**config.mk**
```make
export PLATFORM = sky130hd
export DESIGN_NAME = fix_div
export DESIGN_NICKNAME = d
export VERILOG_FILES = /design/src/rtl/fix_div.sv
export SDC_FILE = /design/constraint.sdc
export NUM_CORES = 1
export LEC_CHECK = 0
export ABC_AREA = 1
export CAP_MARGIN = 5
export CELL_PAD_IN_SITES_DETAIL_PLACEMENT = 1
export CELL_PAD_IN_SITES_GLOBAL_PLACEMENT = 2
export CORE_MARGIN = 1.5
export CORE_UTILIZATION = 32
export CTS_BUF_LIST = sky130_fd_sc_hd__clkbuf_4 sky130_fd_sc_hd__clkbuf_8
export DETAILED_ROUTE_END_ITERATION = 10
export PLACE_DENSITY = 0.94
export SYNTH_ARGS = -nofsm -noshare
export SYNTH_HDL_FRONTEND = slang
export SYNTH_SLANG_ARGS = --single-unit
```
**constraint.sdc**
```tcl
create_clock -name clk -period 4.2 [get_ports clk]
set_clock_uncertainty 0.05 [all_clocks]
set_input_delay 0.84 -clock clk [delete_from_list [all_inputs] [get_ports clk]]
set_output_delay 0.84 -clock clk [all_outputs]
set_load 0.05 [all_outputs]
```
**src/rtl/fix_div.sv**
```systemverilog
// rtl/fix_div.sv - sequential unsigned restoring divider with valid/ready handshakes
//
// Divides a 2*INPUT_WIDTH-bit dividend by an INPUT_WIDTH-bit divisor. The block
// produces one quotient bit per clock.
//   clk, rst             : clock, asynchronous active-high reset
//   in_valid / in_ready  : operand handshake (in_ready high only in IDLE)
//   dividend, divisor    : operands, sampled on the accept edge only
//   out_valid / out_ready: result handshake (out_valid high only in DONE)
//   quotient, remainder  : floor(dividend/divisor), dividend mod divisor
//   overflow             : quotient does not fit INPUT_WIDTH bits, or divisor == 0
module fix_div #(
    parameter int INPUT_WIDTH  = 16,
    parameter int OUTPUT_WIDTH = 2 * INPUT_WIDTH
) (
    input  logic                    clk,
    input  logic                    rst,
    input  logic                    in_valid,
    output logic                    in_ready,
    input  logic [OUTPUT_WIDTH-1:0] dividend,
    input  logic [INPUT_WIDTH-1:0]  divisor,
    output logic                    out_valid,
    input  logic                    out_ready,
    output logic [INPUT_WIDTH-1:0]  quotient,
    output logic [INPUT_WIDTH-1:0]  remainder,
    output logic                    overflow
);
    localparam int W  = INPUT_WIDTH;
    localparam int CW = (W > 2) ? $clog2(W) : 1;

    typedef enum logic [1:0] {IDLE, CALC, DONE} state_t;

    state_t          state_q;
    logic [W-1:0]    r_q;        // partial remainder; always < D, so W bits suffice
    logic [W-1:0]    q_q;        // dividend low half shifting out, quotient bits shifting in
    logic [W-1:0]    d_q;
    logic [CW-1:0]   cnt_q;
    logic            ovf_pend_q; // overflow detected at accept, reported on the next edge
    logic            out_valid_q;
    logic [W-1:0]    quotient_q;
    logic [W-1:0]    remainder_q;
    logic            overflow_q;

    logic [W-1:0]    h_in;
    logic [W:0]      r_shift;
    logic [W:0]      r_sub;
    logic            qbit;
    logic [W-1:0]    r_d;
    logic [W-1:0]    q_d;

    assign h_in = dividend[OUTPUT_WIDTH-1:W];

    // One restoring step. R' < 2*D, so R' - D has its MSB clear exactly when
    // R' >= D: the top bit of the (W+1)-bit difference acts as the borrow.
    always_comb begin
        r_shift = {r_q, q_q[W-1]};
        r_sub   = r_shift - {1'b0, d_q};
        qbit    = ~r_sub[W];
        r_d     = qbit ? r_sub[W-1:0] : r_shift[W-1:0];
        q_d     = {q_q[W-2:0], qbit};
    end

    always_ff @(posedge clk or posedge rst) begin
        if (rst) begin
            state_q     <= IDLE;
            r_q         <= '0;
            q_q         <= '0;
            d_q         <= '0;
            cnt_q       <= '0;
            ovf_pend_q  <= 1'b0;
            out_valid_q <= 1'b0;
            quotient_q  <= '0;
            remainder_q <= '0;
            overflow_q  <= 1'b0;
        end else begin
            case (state_q)
                IDLE: begin
                    if (in_valid) begin
                        state_q <= CALC;
                        cnt_q   <= '0;
                        d_q     <= divisor;
                        if (h_in >= divisor) begin
                            // Covers divisor == 0 as well; spend one CALC cycle
                            // so the overflow result appears one edge later.
                            ovf_pend_q <= 1'b1;
                        end else begin
                            ovf_pend_q <= 1'b0;
                            r_q        <= h_in;
                            q_q        <= dividend[W-1:0];
                        end
                    end
                end
                CALC: begin
                    if (ovf_pend_q) begin
                        ovf_pend_q  <= 1'b0;
                        quotient_q  <= '1;
                        remainder_q <= '0;
                        overflow_q  <= 1'b1;
                        out_valid_q <= 1'b1;
                        state_q     <= DONE;
                    end else begin
                        r_q   <= r_d;
                        q_q   <= q_d;
                        cnt_q <= cnt_q + CW'(1);
                        if (cnt_q == CW'(W - 1)) begin
                            quotient_q  <= q_d;
                            remainder_q <= r_d;
                            overflow_q  <= 1'b0;
                            out_valid_q <= 1'b1;
                            state_q     <= DONE;
                        end
                    end
                end
                DONE: begin
                    if (out_ready) begin
                        out_valid_q <= 1'b0;
                        state_q     <= IDLE;
                    end
                end
                default: begin
                    out_valid_q <= 1'b0;
                    state_q     <= IDLE;
                end
            endcase
        end
    end

    assign in_ready  = (state_q == IDLE);
    assign out_valid = out_valid_q;
    assign quotient  = quotient_q;
    assign remainder = remainder_q;
    assign overflow  = overflow_q;
endmodule

```
==> key figures <==
Global routing
  – Congestion Overflow GR: 0
  – Initial antenna violation count: 0
  – Vias in the first global route: 5439
  – GR Util All Layers: 19.3%
  – First-pass GRT wire length: 27600 µm
  – Largest net degree at the start of global routing: 48

Placed design
  – Gp weighted congestion: 0.812
  – Port-buffer cells: 86
  – Placed cell areas: 6720 µm²
  – Post-DP HPWL: 12000 µm

Critical path
  – CP Launch Type: input pin
  – Worst path slowest cell: clkdlybuf4s50_1
  – CP peak stage delay: 480 ps
  – Crit path DAT: 3320 ps
  – CP most frequent cell: nand2_1
  – Flop2flop setup slack: 1450 ps
  – CP endpoint kind: register
  – Bufs and invs on worst path: 4
  – Worst endpoint required time: 4490 ps
  – Worst Path Max Fanout: 32
  – Critical Path, Cell by Cell: clkdlybuf4s50_1 -> inv_1 -> ha_1 -> nand2_1 -> inv_1 -> nand3_1 -> nor3_1 -> nand3_1 -> nand3_1 -> nand2_1 -> nand2_1 -> buf_4 -> nand2_1 -> nand2_1
  – Cell family contributing the most delay on the critical path: simple AND/OR/NAND/NOR gates
  – Crit Path Class: in2reg

Route
  – Post-route ant nets: 0
  – DR vias: 5135
  – Post-DR vias/cell: 4.69
  – WL/cell: 15.0 µm
  – Routed wire length: 16400 µm
  – # DRC: 0
  – Drt initial violations: 250
  – TritonRoute pass-1 iters: 4

Final layout
  – Most frequent cells in the layout: nand2_1, inv_1, dfrtp_1
  – FILL cells: 2149
  – Design area: 6900 µm²
  – Area grow syn2layout: 22.2%
  – Layout cells sized above 1: 8.73%
  – Sequential cell area: 2230 µm²
  – Antenna cells: 0
  – Fin nets: 952
  – Most common cell after layout, fill and taps aside: nand2_1
  – Multi-input logic area: 2910 µm²
  – Post-Route Utilization: 40.0%

Clock network
  – Hold-fix buffers at CTS: 0
  – Post-CTS setup buffers: 0
  – Clk root buf: clkbuf_8
  – Post-CTS Resized: 0
  – CTS tree: built
  – CTS clk-pin slew, worst paths: 100 ps
  – Clock sinks: 89
  – Worst-Skew Late Latency: 390 ps
  – CTS Buffer Depth: 2
  – CTS Buf Count: 9
  – H-tree depth: 3

Floorplanning
  – Die width: 136 µm
  – Die span in y: 136 µm
  – Starting density of the core: 32.7%
  – CORE AREA: 17200 µm²
  – Die area: 18400 µm²
  – Row count: 48
  – Io pins: 87

Logic synthesis
  – Sequential area share after synthesis: 39.5%
  – YS warnings: 0
  – Post-Synth Simple-Gate Area: 36.8%
  – Unique masters post-synth: 33
  – Syn nets: 872
  – Mapped cell area: 5640 µm²
  – Synth Flop Type: dfrtp_1
  – Post-synthesis xor/xnor area fraction: 1.09%
  – Post-synthesis compound-gate area fraction: 5.92%
  – Post-synthesis mux area share: 0.177%
  – Post-synth EDFFs: 0
  – Syn Inst Count: 786
  – Adder-cell share of the synthesized area: 7.67%
  – Largest family of logic cells by synthesized area: simple AND/OR/NAND/NOR gates
  – Mean post-synth cell area: 7.18 µm²
  – Synthesized flop and latch total: 89
  – Async SR Flop Fraction: 100%

Timing
  – Final Cycle Share: 72.2%
  – Finish-stage setup viols: 0
  – Worst-margin pin slew: 903 ps
  – Final min period: 3030 ps
  – Unrepaired setup endpoints after global routing: no
  – Setup Total Neg Slack: 0 ps
  – Max Fclk: 0.330 GHz
  – Max_slew headroom: 39.8%
  – Final Hold Viols: 0
  – Max-slew violations: 0

Outcome
  – Status: completed

Power and ir drop
  – VDD IR max: 0.450 mV
  – Total power divided by cell area: 934 nW/µm²
  – Leak pwr: 0.00372 µW

Job
  – Max_cap viols: 0

Min path
  – HP Class: reg2reg
## where the power goes
part / internal [µW] / switching, µW / total (µW)
sequential: 1220 / 234 / 1460
combinational: 1430 / 2970 / 4400
clock: 233 / 350 / 584
total: 2880 / 3560 / 6440
## sequential cells by signal, summed over array words and instances (netlist names)
register	cells
d_q	16
q_q	16
r_q	16
overflow	1
state_q	2
quotient	16
cnt_q	4
ovf_pend_q	1
remainder	16
out_valid	1
## worst paths after layout
path | cells after the start | end | startpoint
worst max-delay path | 14 | q_q[1] | divisor[15]
worst min-delay path | 2 | remainder[14] | remainder[14]
worst max register to register | 7 | remainder[7] | cnt_q[0]
worst min register to register | 2 | remainder[14] | remainder[14]
max in group asynchronous | 3 | d_q[8] | rst
min in group asynchronous | 2 | quotient[9] | rst
## cells by family (layout without fill, tap and decap cells)
logic type | Yosys count | in the layout
mux | 1 | 1
xor+xnor | 7 | 7
simple gates | 472 | 472
buf+inv | 123 | 208
compound gates | 60 | 60
flops | 89 | 89
fa+ha+maj | 34 | 34
## worst register-to-register path, delay by kind of cell, from the launching register on
kind	cells	cell delay [ps]
flops	1	420
fa+ha+maj	1	190
buf+inv	2	580
simple gates	4	1460
## per-layer routing
metal | vias to the layer above | share of wire [%] | GRT usage (%)
li1 | 2587 | - | -
met1 | 2471 | 48 | 25.9
met2 | 61 | 48 | 32.5
met3 | 16 | 2.4 | 1.91
met4 | 0 | 1.7 | 6.45
met5 | - | 0 | 0
## synthesized netlist by cell type, types with 10 or more instances
cell / number / area [µm²]
o211ai_1: 11 / 82.6
dfrtp_1: 89 / 2230
nand3_1: 33 / 165
nand2_1: 360 / 1350
nand3_2: 12 / 120
buf_2: 10 / 50.1
nand2_4: 11 / 124
nand2_2: 14 / 87.6
clkbuf_1: 11 / 41.3
ha_1: 33 / 413
a21oi_1: 20 / 100
o21ai_0: 24 / 120
inv_1: 92 / 345
nor2_1: 18 / 67.6
## metrics by stage
step	setup slack (ps)	total power (µW)	std cells	hold WS, ps
floorplan	1000	4840	786	399
global placement	775	5800	1080	414
detailed placement	733	5910	1080	414
CTS	1140	6520	1096	441
global route	945	7120	1096	460
finish	1170	6440	1096	435
## area by class of cell
| type | count | area share, % |
|---|---|---|
| flip-flops and latches | 89 | 32.3 |
| repair buffers | 92 | 13.3 |
| clock buffers | 11 | 2.01 |
| well taps | 225 | 4.08 |
| multi-input cells | 574 | 42.3 |
| inverters | 100 | 5.46 |
| clock inverters | 5 | 0.563 |
Power figures use the tool's default switching activity.
